### src/rtl/ibex_icache_ram_arbiter_if.sv
// Bus bundle between the icache core, the bank arbiter and the RAM wrapper.
// The arbiter uses the slave view; the core/RAM side uses the master view.
interface ibex_icache_ram_arbiter_if #(
    parameter int ADDR_W = 8,
    parameter int DATA_W = 64
);
    logic              inval_req_i;
    logic              inval_busy_o;
    logic              fill_req_i;
    logic [ADDR_W-1:0] fill_addr_i;
    logic [DATA_W-1:0] fill_wdata_i;
    logic [DATA_W-1:0] fill_wmask_i;
    logic              fill_gnt_o;
    logic              lkp_req_i;
    logic [ADDR_W-1:0] lkp_addr_i;
    logic              lkp_gnt_o;
    logic              lkp_rvalid_o;
    logic [DATA_W-1:0] lkp_rdata_o;
    logic              ram_req_o;
    logic              ram_write_o;
    logic [ADDR_W-1:0] ram_addr_o;
    logic [DATA_W-1:0] ram_wdata_o;
    logic [DATA_W-1:0] ram_wmask_o;
    logic [DATA_W-1:0] ram_rdata_i;

    modport slave (
        input  inval_req_i, fill_req_i, fill_addr_i, fill_wdata_i, fill_wmask_i,
        input  lkp_req_i, lkp_addr_i, ram_rdata_i,
        output inval_busy_o, fill_gnt_o, lkp_gnt_o, lkp_rvalid_o, lkp_rdata_o,
        output ram_req_o, ram_write_o, ram_addr_o, ram_wdata_o, ram_wmask_o
    );

    modport master (
        output inval_req_i, fill_req_i, fill_addr_i, fill_wdata_i, fill_wmask_i,
        output lkp_req_i, lkp_addr_i, ram_rdata_i,
        input  inval_busy_o, fill_gnt_o, lkp_gnt_o, lkp_rvalid_o, lkp_rdata_o,
        input  ram_req_o, ram_write_o, ram_addr_o, ram_wdata_o, ram_wmask_o
    );
endinterface

### src/rtl/ibex_icache_ram_arbiter.sv
// Single-port arbiter for one icache SRAM bank. After reset (or on request)
// the whole bank is swept with zero writes; otherwise fill writes and lookup
// reads share the port with round-robin priority when both are pending.
module ibex_icache_ram_arbiter #(
    parameter int ADDR_W = 8,
    parameter int DATA_W = 64
) (
    input  logic                     clk_i,
    input  logic                     rst_ni,
    ibex_icache_ram_arbiter_if.slave bus
);
    localparam int                NUM_LINES = 2 ** ADDR_W;
    localparam logic [ADDR_W-1:0] LAST_IDX  = ADDR_W'(NUM_LINES - 1);
    localparam logic [DATA_W-1:0] ALL_ONES  = '1;

    typedef enum logic {
        ST_INVAL,
        ST_IDLE
    } state_t;

    state_t            state;
    logic [ADDR_W-1:0] cnt;
    logic              last_fill;
    logic              rvalid;
    logic              fill_gnt;
    logic              lkp_gnt;

    // Grants and RAM drive; everything is forced to zero while reset is held
    // so the RAM side never sees X or a spurious request.
    always_comb begin
        fill_gnt        = 1'b0;
        lkp_gnt         = 1'b0;
        bus.ram_req_o   = 1'b0;
        bus.ram_write_o = 1'b0;
        bus.ram_addr_o  = '0;
        bus.ram_wdata_o = '0;
        bus.ram_wmask_o = '0;
        if (rst_ni) begin
            if (state == ST_INVAL) begin
                bus.ram_req_o   = 1'b1;
                bus.ram_write_o = 1'b1;
                bus.ram_addr_o  = cnt;
                bus.ram_wmask_o = ALL_ONES;
            end else begin
                // On contention, serve whichever side lost last time.
                fill_gnt = bus.fill_req_i & (~bus.lkp_req_i | ~last_fill);
                lkp_gnt  = bus.lkp_req_i & (~bus.fill_req_i | last_fill);
                if (fill_gnt) begin
                    bus.ram_req_o   = 1'b1;
                    bus.ram_write_o = 1'b1;
                    bus.ram_addr_o  = bus.fill_addr_i;
                    bus.ram_wdata_o = bus.fill_wdata_i;
                    bus.ram_wmask_o = bus.fill_wmask_i;
                end else if (lkp_gnt) begin
                    bus.ram_req_o  = 1'b1;
                    bus.ram_addr_o = bus.lkp_addr_i;
                end
            end
        end
    end

    // Sweep sequencer, round-robin history and read-valid pipeline.
    always_ff @(posedge clk_i) begin
        if (!rst_ni) begin
            state     <= ST_INVAL;
            cnt       <= '0;
            last_fill <= 1'b0;
            rvalid    <= 1'b0;
        end else begin
            rvalid <= lkp_gnt;
            if (fill_gnt) begin
                last_fill <= 1'b1;
            end else if (lkp_gnt) begin
                last_fill <= 1'b0;
            end
            case (state)
                ST_INVAL: begin
                    if (bus.inval_req_i) begin
                        cnt <= '0;
                    end else if (cnt == LAST_IDX) begin
                        cnt   <= '0;
                        state <= ST_IDLE;
                    end else begin
                        cnt <= cnt + 1'b1;
                    end
                end
                default: begin
                    if (bus.inval_req_i) begin
                        cnt   <= '0;
                        state <= ST_INVAL;
                    end
                end
            endcase
        end
    end

    assign bus.fill_gnt_o   = fill_gnt;
    assign bus.lkp_gnt_o    = lkp_gnt;
    assign bus.lkp_rvalid_o = rvalid & rst_ni;
    assign bus.lkp_rdata_o  = bus.ram_rdata_i;
    assign bus.inval_busy_o = ~rst_ni | (state == ST_INVAL);
endmodule

### src/flat_wrapper.sv
// flat-port wrapper written by rule: the top's interface ports become plain ports
module ibex_icache_ram_arbiter_flat 
#(
    parameter int ADDR_W = 8,
    parameter int DATA_W = 64
)
  (clk_i, rst_ni, bus_inval_req_i, bus_fill_req_i, bus_fill_addr_i, bus_fill_wdata_i, bus_fill_wmask_i, bus_lkp_req_i, bus_lkp_addr_i, bus_ram_rdata_i, bus_inval_busy_o, bus_fill_gnt_o, bus_lkp_gnt_o, bus_lkp_rvalid_o, bus_lkp_rdata_o, bus_ram_req_o, bus_ram_write_o, bus_ram_addr_o, bus_ram_wdata_o, bus_ram_wmask_o);
  ibex_icache_ram_arbiter_if #(.ADDR_W(ADDR_W), .DATA_W(DATA_W)) bus_i ();
  input  logic clk_i;
  input  logic rst_ni;
  input wire logic [$bits(bus_i.inval_req_i)-1:0] bus_inval_req_i;
  input wire logic [$bits(bus_i.fill_req_i)-1:0] bus_fill_req_i;
  input wire logic [$bits(bus_i.fill_addr_i)-1:0] bus_fill_addr_i;
  input wire logic [$bits(bus_i.fill_wdata_i)-1:0] bus_fill_wdata_i;
  input wire logic [$bits(bus_i.fill_wmask_i)-1:0] bus_fill_wmask_i;
  input wire logic [$bits(bus_i.lkp_req_i)-1:0] bus_lkp_req_i;
  input wire logic [$bits(bus_i.lkp_addr_i)-1:0] bus_lkp_addr_i;
  input wire logic [$bits(bus_i.ram_rdata_i)-1:0] bus_ram_rdata_i;
  output wire logic [$bits(bus_i.inval_busy_o)-1:0] bus_inval_busy_o;
  output wire logic [$bits(bus_i.fill_gnt_o)-1:0] bus_fill_gnt_o;
  output wire logic [$bits(bus_i.lkp_gnt_o)-1:0] bus_lkp_gnt_o;
  output wire logic [$bits(bus_i.lkp_rvalid_o)-1:0] bus_lkp_rvalid_o;
  output wire logic [$bits(bus_i.lkp_rdata_o)-1:0] bus_lkp_rdata_o;
  output wire logic [$bits(bus_i.ram_req_o)-1:0] bus_ram_req_o;
  output wire logic [$bits(bus_i.ram_write_o)-1:0] bus_ram_write_o;
  output wire logic [$bits(bus_i.ram_addr_o)-1:0] bus_ram_addr_o;
  output wire logic [$bits(bus_i.ram_wdata_o)-1:0] bus_ram_wdata_o;
  output wire logic [$bits(bus_i.ram_wmask_o)-1:0] bus_ram_wmask_o;
  assign bus_i.inval_req_i = bus_inval_req_i;
  assign bus_i.fill_req_i = bus_fill_req_i;
  assign bus_i.fill_addr_i = bus_fill_addr_i;
  assign bus_i.fill_wdata_i = bus_fill_wdata_i;
  assign bus_i.fill_wmask_i = bus_fill_wmask_i;
  assign bus_i.lkp_req_i = bus_lkp_req_i;
  assign bus_i.lkp_addr_i = bus_lkp_addr_i;
  assign bus_i.ram_rdata_i = bus_ram_rdata_i;
  assign bus_inval_busy_o = bus_i.inval_busy_o;
  assign bus_fill_gnt_o = bus_i.fill_gnt_o;
  assign bus_lkp_gnt_o = bus_i.lkp_gnt_o;
  assign bus_lkp_rvalid_o = bus_i.lkp_rvalid_o;
  assign bus_lkp_rdata_o = bus_i.lkp_rdata_o;
  assign bus_ram_req_o = bus_i.ram_req_o;
  assign bus_ram_write_o = bus_i.ram_write_o;
  assign bus_ram_addr_o = bus_i.ram_addr_o;
  assign bus_ram_wdata_o = bus_i.ram_wdata_o;
  assign bus_ram_wmask_o = bus_i.ram_wmask_o;
  ibex_icache_ram_arbiter #(.ADDR_W(ADDR_W), .DATA_W(DATA_W)) u_core (.clk_i(clk_i), .rst_ni(rst_ni), .bus(bus_i));
endmodule
### config.mk
export PLATFORM = sky130hd
export DESIGN_NAME = ibex_icache_ram_arbiter_flat
export DESIGN_NICKNAME = d
export VERILOG_FILES = /design/src/rtl/ibex_icache_ram_arbiter_if.sv /design/src/rtl/ibex_icache_ram_arbiter.sv /design/src/flat_wrapper.sv
export SDC_FILE = /design/constraint.sdc
export NUM_CORES = 1
export LEC_CHECK = 0
export BUFFER_PORTS_ARGS = -buffer_cell sky130_fd_sc_hd__buf_2
export CORE_AREA = 4 4 162 164
export DETAILED_ROUTE_END_ITERATION = 16
export DIE_AREA = 0 0 166 168
export SYNTH_ARGS = -nofsm -noshare
export SYNTH_HDL_FRONTEND = slang
export SYNTH_SLANG_ARGS = --single-unit
### constraint.sdc
create_clock -name clk_i -period 1.37 [get_ports clk_i]
set_input_delay 0.274 -clock clk_i [delete_from_list [all_inputs] [get_ports clk_i]]
set_output_delay 0.274 -clock clk_i [all_outputs]
set_load 0.01 [all_outputs]
# After elaboration in Yosys (flattened, before gate mapping)
# Cells that the tools add are included.
[word_totals] in_bits=213 reg_bits=11 output_inout_bits=206
[op_classes] add_sub_neg=1 eq_ne=2 reduce_logical=1 bitwise_logic=11 n_mux=31
[ops] cell="two-way mux 64 bit" count=6
[ops] cell="two-way mux 8 bit" count=8
[ops] cell="two-way mux 1 bit" count=17
[ops] cell="adder 8 x 1 -> 8 bit (second input constant)" count=1
[ops] cell="== test 8 bit (second input constant)" count=1
[ops] cell="NOT 1 bit" count=5
[ops] cell="bitwise AND 1 bit" count=3
[ops] cell="OR 1 bit" count=3
[ops] cell="!= test 2 bit (second input constant)" count=1
[ops] cell="nonzero test 2 bit" count=1

# Longest topological paths before layout
[logic_depth] word_depth=7 depth_mapped=7 depth_no_buf=5

# Worst setup path before layout
# Ideal clock, no wire load.
[synth_path] path_kind="register -> output" from="register u_core.state" to="output port bus_ram_wdata_o[14]" path_buffers=3 setup_slack_ns=-0.117 path_stages_with_launch=7 arrival_time_ns=1.213 path_cell_list="dfxtp_1 > buf_2 > nand2_1 > nor2b_4 > buf_6 > buf_6 > and2_1"
[synth_between] elab_chain_cells=2
[synth_rtl] element="from (decl)" line_no="ibex_icache_ram_arbiter.sv:21" text="state_t state;"
[synth_rtl] element="from (signal assigned)" line_no="ibex_icache_ram_arbiter.sv:65" text="state <= ST_INVAL;"
[synth_rtl] element="from (signal assigned)" line_no="ibex_icache_ram_arbiter.sv:82" text="state <= ST_IDLE;"
[synth_rtl] element="from (signal assigned)" line_no="ibex_icache_ram_arbiter.sv:90" text="state <= ST_INVAL;"
[synth_rtl] element="two-way mux 64 bit" line_no="ibex_icache_ram_arbiter.sv:39" text="if (state == ST_INVAL) begin"
[synth_rtl] element="two-way mux 64 bit" line_no="ibex_icache_ram_arbiter.sv:38" text="if (rst_ni) begin"
[synth_rtl] element="to (decl)" line_no="flat_wrapper.sv:27" text="output wire logic [$bits(bus_i.ram_wdata_o)-1:0] bus_ram_wdata_o;"
# No other way between the ends.

# Worst setup path in the final report
[layout_path] from="register u_core.last_fill" to="output port bus_ram_wdata_o[42]"
[layout_between] elab_chain_cells=6
[layout_rtl] element="from (decl)" line_no="ibex_icache_ram_arbiter.sv:23" text="logic last_fill;"
[layout_rtl] element="from (signal assigned)" line_no="ibex_icache_ram_arbiter.sv:67" text="last_fill <= 1'b0;"
[layout_rtl] element="from (signal assigned)" line_no="ibex_icache_ram_arbiter.sv:72" text="last_fill <= 1'b1;"
[layout_rtl] element="from (signal assigned)" line_no="ibex_icache_ram_arbiter.sv:74" text="last_fill <= 1'b0;"
[layout_rtl] element="NOT 1 bit" line_no="ibex_icache_ram_arbiter.sv:46" text="fill_gnt = bus.fill_req_i & (~bus.lkp_req_i | ~last_fill);"
[layout_rtl] element="OR 1 bit" line_no="ibex_icache_ram_arbiter.sv:46"
[layout_rtl] element="bitwise AND 1 bit" line_no="ibex_icache_ram_arbiter.sv:46"
[layout_rtl] element="two-way mux 64 bit" line_no="ibex_icache_ram_arbiter.sv:48" text="if (fill_gnt) begin"
[layout_rtl] element="two-way mux 64 bit" line_no="ibex_icache_ram_arbiter.sv:39"
[layout_rtl] element="two-way mux 64 bit" line_no="ibex_icache_ram_arbiter.sv:38"
# No other way between the ends.

==> flow_metrics.env <==
export IMPL_power_density_nw_per_um2=371.6
export IMPL_final_seq_area_sq_um=226.5
export IMPL_clock_fmax_ghz=0.5668
export IMPL_synthMuxAreaShare_pct=0.8786
export IMPL_max_stage_delay_ps=330
export IMPL_firstDrtPassIters=4
export IMPL_area_delta_synth_final_pct=85.89
export IMPL_crit_chain="a21boi_4, nor2b_4, buf_12, clkbuf_16, and2_1, buf_2"
export IMPL_yosysTopAreaCell="buf_4"
export IMPL_synth_top_family_by_area="compound AO/OA/AOI/OAI gates"
export IMPL_synth_cell_types=35
export IMPL_multiInputGateArea_sq_um=1446
export IMPL_portBuffers=290
export IMPL_slew_viol_final=0
export IMPL_grt_overflow=0
export IMPL_grt_pass1_vias=3061
export IMPL_finalSetupViolCount=139
export IMPL_hold_viol=0
export IMPL_hold_path_depth=4
export IMPL_synth_fa_ha_area_share_pct=0.5491
export IMPL_first_iter_violations=102
export IMPL_timing_max_slew_rel_slack_pct=70.47
export IMPL_fin_nets=766
export IMPL_path_class="reg2out"
export IMPL_min_period_over_period_pct=128.8
export IMPL_timing_reg2reg_setup_slack_ps=10
export IMPL_place_ws_ps=-283.8
export IMPL_synthXorXnorAreaFrac_pct=1.153
export IMPL_instances_no_fill=881
export IMPL_grt_pass1_wl_um=21220
export IMPL_cpMaxStageDelayCell="dfxtp_2"
export IMPL_worstHoldEndpoint="u_core.cnt[3]$_SDFFE_PN0P_"
export IMPL_htree_levels=1
export IMPL_place_area_sq_um=3747
export IMPL_syn_area_per_cell_sq_um=7.446
export IMPL_rr_endpoint="u_core.cnt[4]$_SDFFE_PN0P_"
export IMPL_timing_final_ws_setup_ps=-394.4
export IMPL_drc=0
export IMPL_syn_area_sq_um=2278
export IMPL_seq_area_frac_synth_pct=9.665
export IMPL_status="finished, violations left"
export IMPL_die_h_um=168
export IMPL_diodes=0
export IMPL_grt_total_usage_pct=10.08
export IMPL_clk_insertion_delay_late_ps=240
export IMPL_yosys_area_share_simple_pct=25.43
export IMPL_ant_nets=0
export IMPL_worstPathMaxFanout=10
export IMPL_cts_root_buf="clkbuf_16"
export IMPL_synth_compound_area_share_pct=32.29
export IMPL_cts_tree="done"
export IMPL_rsz0062_at_grt="true"
export IMPL_cp_end_kind="output port"
export IMPL_clkTransAtPathRegs_ps=40
export IMPL_synth_edf_count=0
export IMPL_final_cell_area_sq_um=4235
export IMPL_clockBufferDepth=2
export IMPL_cp_arrival_ps=1490
export IMPL_failed_checks="negative setup slack"
export IMPL_drv_cap=0
export IMPL_gp_congestion=0.7984
export IMPL_power_mw=1.574
export IMPL_syn_instance_count=306
export IMPL_core_area_sq_um=24890
export IMPL_worst_ep_required_time_ps=1100
export IMPL_yosysWarnings=0
export IMPL_clock_sinks=11
export IMPL_synthTopCellsByCount="65 x and2_1, 64 x buf_4, 64 x o21a_1"
export IMPL_syn_nets=520
export IMPL_rr_worst_depth=5
export IMPL_clock_skew_ps=0.8461
export IMPL_reg2reg_from="u_core.cnt[0]$_SDFFE_PN0P_"
export IMPL_nFillCells=2822
export IMPL_async_reset_ff_share_pct=0
export IMPL_hold_start="bus_inval_req_i"
export IMPL_io_pins=419
export IMPL_drive_gt1_share_pct=66.24
export IMPL_synth_top_cell_area_share_pct=21.09
export IMPL_synth_most_common_cell="and2_1"
export IMPL_numCtsBuffers=3
export IMPL_peakVddDrop_mv=0.2839
export IMPL_hold_path_class="in2reg"
export IMPL_ys_ff_latch=11
export IMPL_period_needed_ps=1764
export IMPL_antenna_found_initial=10
export IMPL_tightest_slew_ps=442.5
export IMPL_chipWidth_um=166
export IMPL_hpwlAfterDp_um=12830
export IMPL_p_leak_nw=2.191
export IMPL_synthFlopType="dfxtp_1"
export IMPL_wire_per_inst_um=18.32
export IMPL_dp_cells=864
export IMPL_die_area_sq_um=27890
export IMPL_drt_vias_per_instance=3.551
export IMPL_start_util_pct=9.154
export IMPL_totalWireLength_um=16140
export IMPL_grt_start_max_net_pins=65
export IMPL_synth_area_leaders="buf_4 21%, o21a_1 21%, and2_1 18%"
export IMPL_std_cell_rows=58
export IMPL_num_vias=3128
export IMPL_start_kind="flop"
==> layout by cell type (no fill, tap or decap), types with 2 or more instances in the layout <==
cell and n:
nand2b_1 2, nand2_1 5, dfxtp_2 2, a32oi_1 8
inv_1 2, buf_12 8, a21oi_2 2, clkbuf_16 8
buf_2 277, and2_1 55, and2_4 11, mux2i_1 2
a22o_1 3, xnor2_1 3, buf_4 26, a211oi_2 5
nor2_1 19, a211oi_1 2, buf_6 13, inv_2 2
dfxtp_1 8, nand3_1 3, o21a_1 64
==> repair_timing <==
| action | 4_1_cts | 5_1_grt |
|---|---|---|
| buffers inserted | 2 | 4 |
| endpoints found under the hold margin | 0 | 0 |
| hold buffers | 0 | 0 |
| gates cloned | 2 | 6 |
| pin swaps | 2 | 6 |
| resized for setup | 13 | 33 |
| setup endpoints to repair | 141 | 144 |
==> how the worst max path moves through the flow <==
stage | from | endpoint | slack (ps) | cells after the start
2_1_floorplan | u_core.last_fill$_SDFFE_PN0P_ | bus_ram_wdata_o[14] | -30 | 5
5_1_grt | u_core.last_fill$_SDFFE_PN0P_ | bus_ram_wdata_o[54] | -460 | 5
4_1_cts | u_core.state$_SDFF_PN0_ | bus_ram_wmask_o[45] | -400 | 7
3_5_place_dp | bus_fill_req_i | bus_ram_addr_o[1] | -280 | 7
3_3_place_gp | bus_fill_req_i | bus_ram_addr_o[1] | -250 | 7
6_report | u_core.last_fill$_SDFFE_PN0P_ | bus_ram_wdata_o[42] | -390 | 6
==> sequential cells by signal, indices dropped and copies added (netlist names) <==
register and count:
u_core.cnt 8, u_core.state 1, u_core.last_fill 1, u_core.rvalid 1
==> cell families after synthesis <==
group | after synthesis
simple gates | 101
compound gates | 94
buf+inv | 94
flops | 11
xor+xnor | 3
mux | 2
fa+ha+maj | 1
==> critical path: cells and delay by family (launching register included) <==
kind            cells  cell delay [ps]
compound gates      1              150
simple gates        2              340
buf+inv             3              430
flops               1              330
==> per-stage QoR <==
step | hold WS [ps] | setup TNS, ps | utilization (%)
global placement | 548.1 | -24530 | 15.05
finish | 428.6 | -47340 | 17.02
detailed placement | 548.1 | -26100 | 15.05
floorplan | 463.8 | -2187 | -
CTS | 427.2 | -48440 | 15.85
global route | 493.6 | -57820 | 17.02
==> report_power, final <==
| part | internal (mW) | switching, mW | total, mW | leakage, nW |
|---|---|---|---|---|
| clock | 0.391 | 0.145 | 0.536 | 0.0382 |
| combinational | 0.383 | 0.331 | 0.714 | 2.06 |
| sequential | 0.323 | 0.00176 | 0.324 | 0.0905 |
| total | 1.10 | 0.478 | 1.57 | 2.19 |
==> cell type report <==
cell class,instances,area share [%]
Multi-Input combinational cell,201,34.15
Sequential cell,11,5.347
Clock buffer,4,1.861
Tap cell,330,9.749
Inverter,4,0.3545
Timing Repair Buffer,331,48.54
==> routing by layer <==
| metal | share of wire (%) | up-vias | GRT usage, % |
|---|---|---|---|
| li1 | - | 1455 | - |
| met1 | 40 | 1430 | 11.86 |
| met2 | 48 | 183 | 17.08 |
| met3 | 11 | 42 | 4.813 |
| met4 | 1.2 | 18 | 1.578 |
| met5 | 0.77 | - | 0 |
Note: power is estimated with default switching activity, not from simulation.
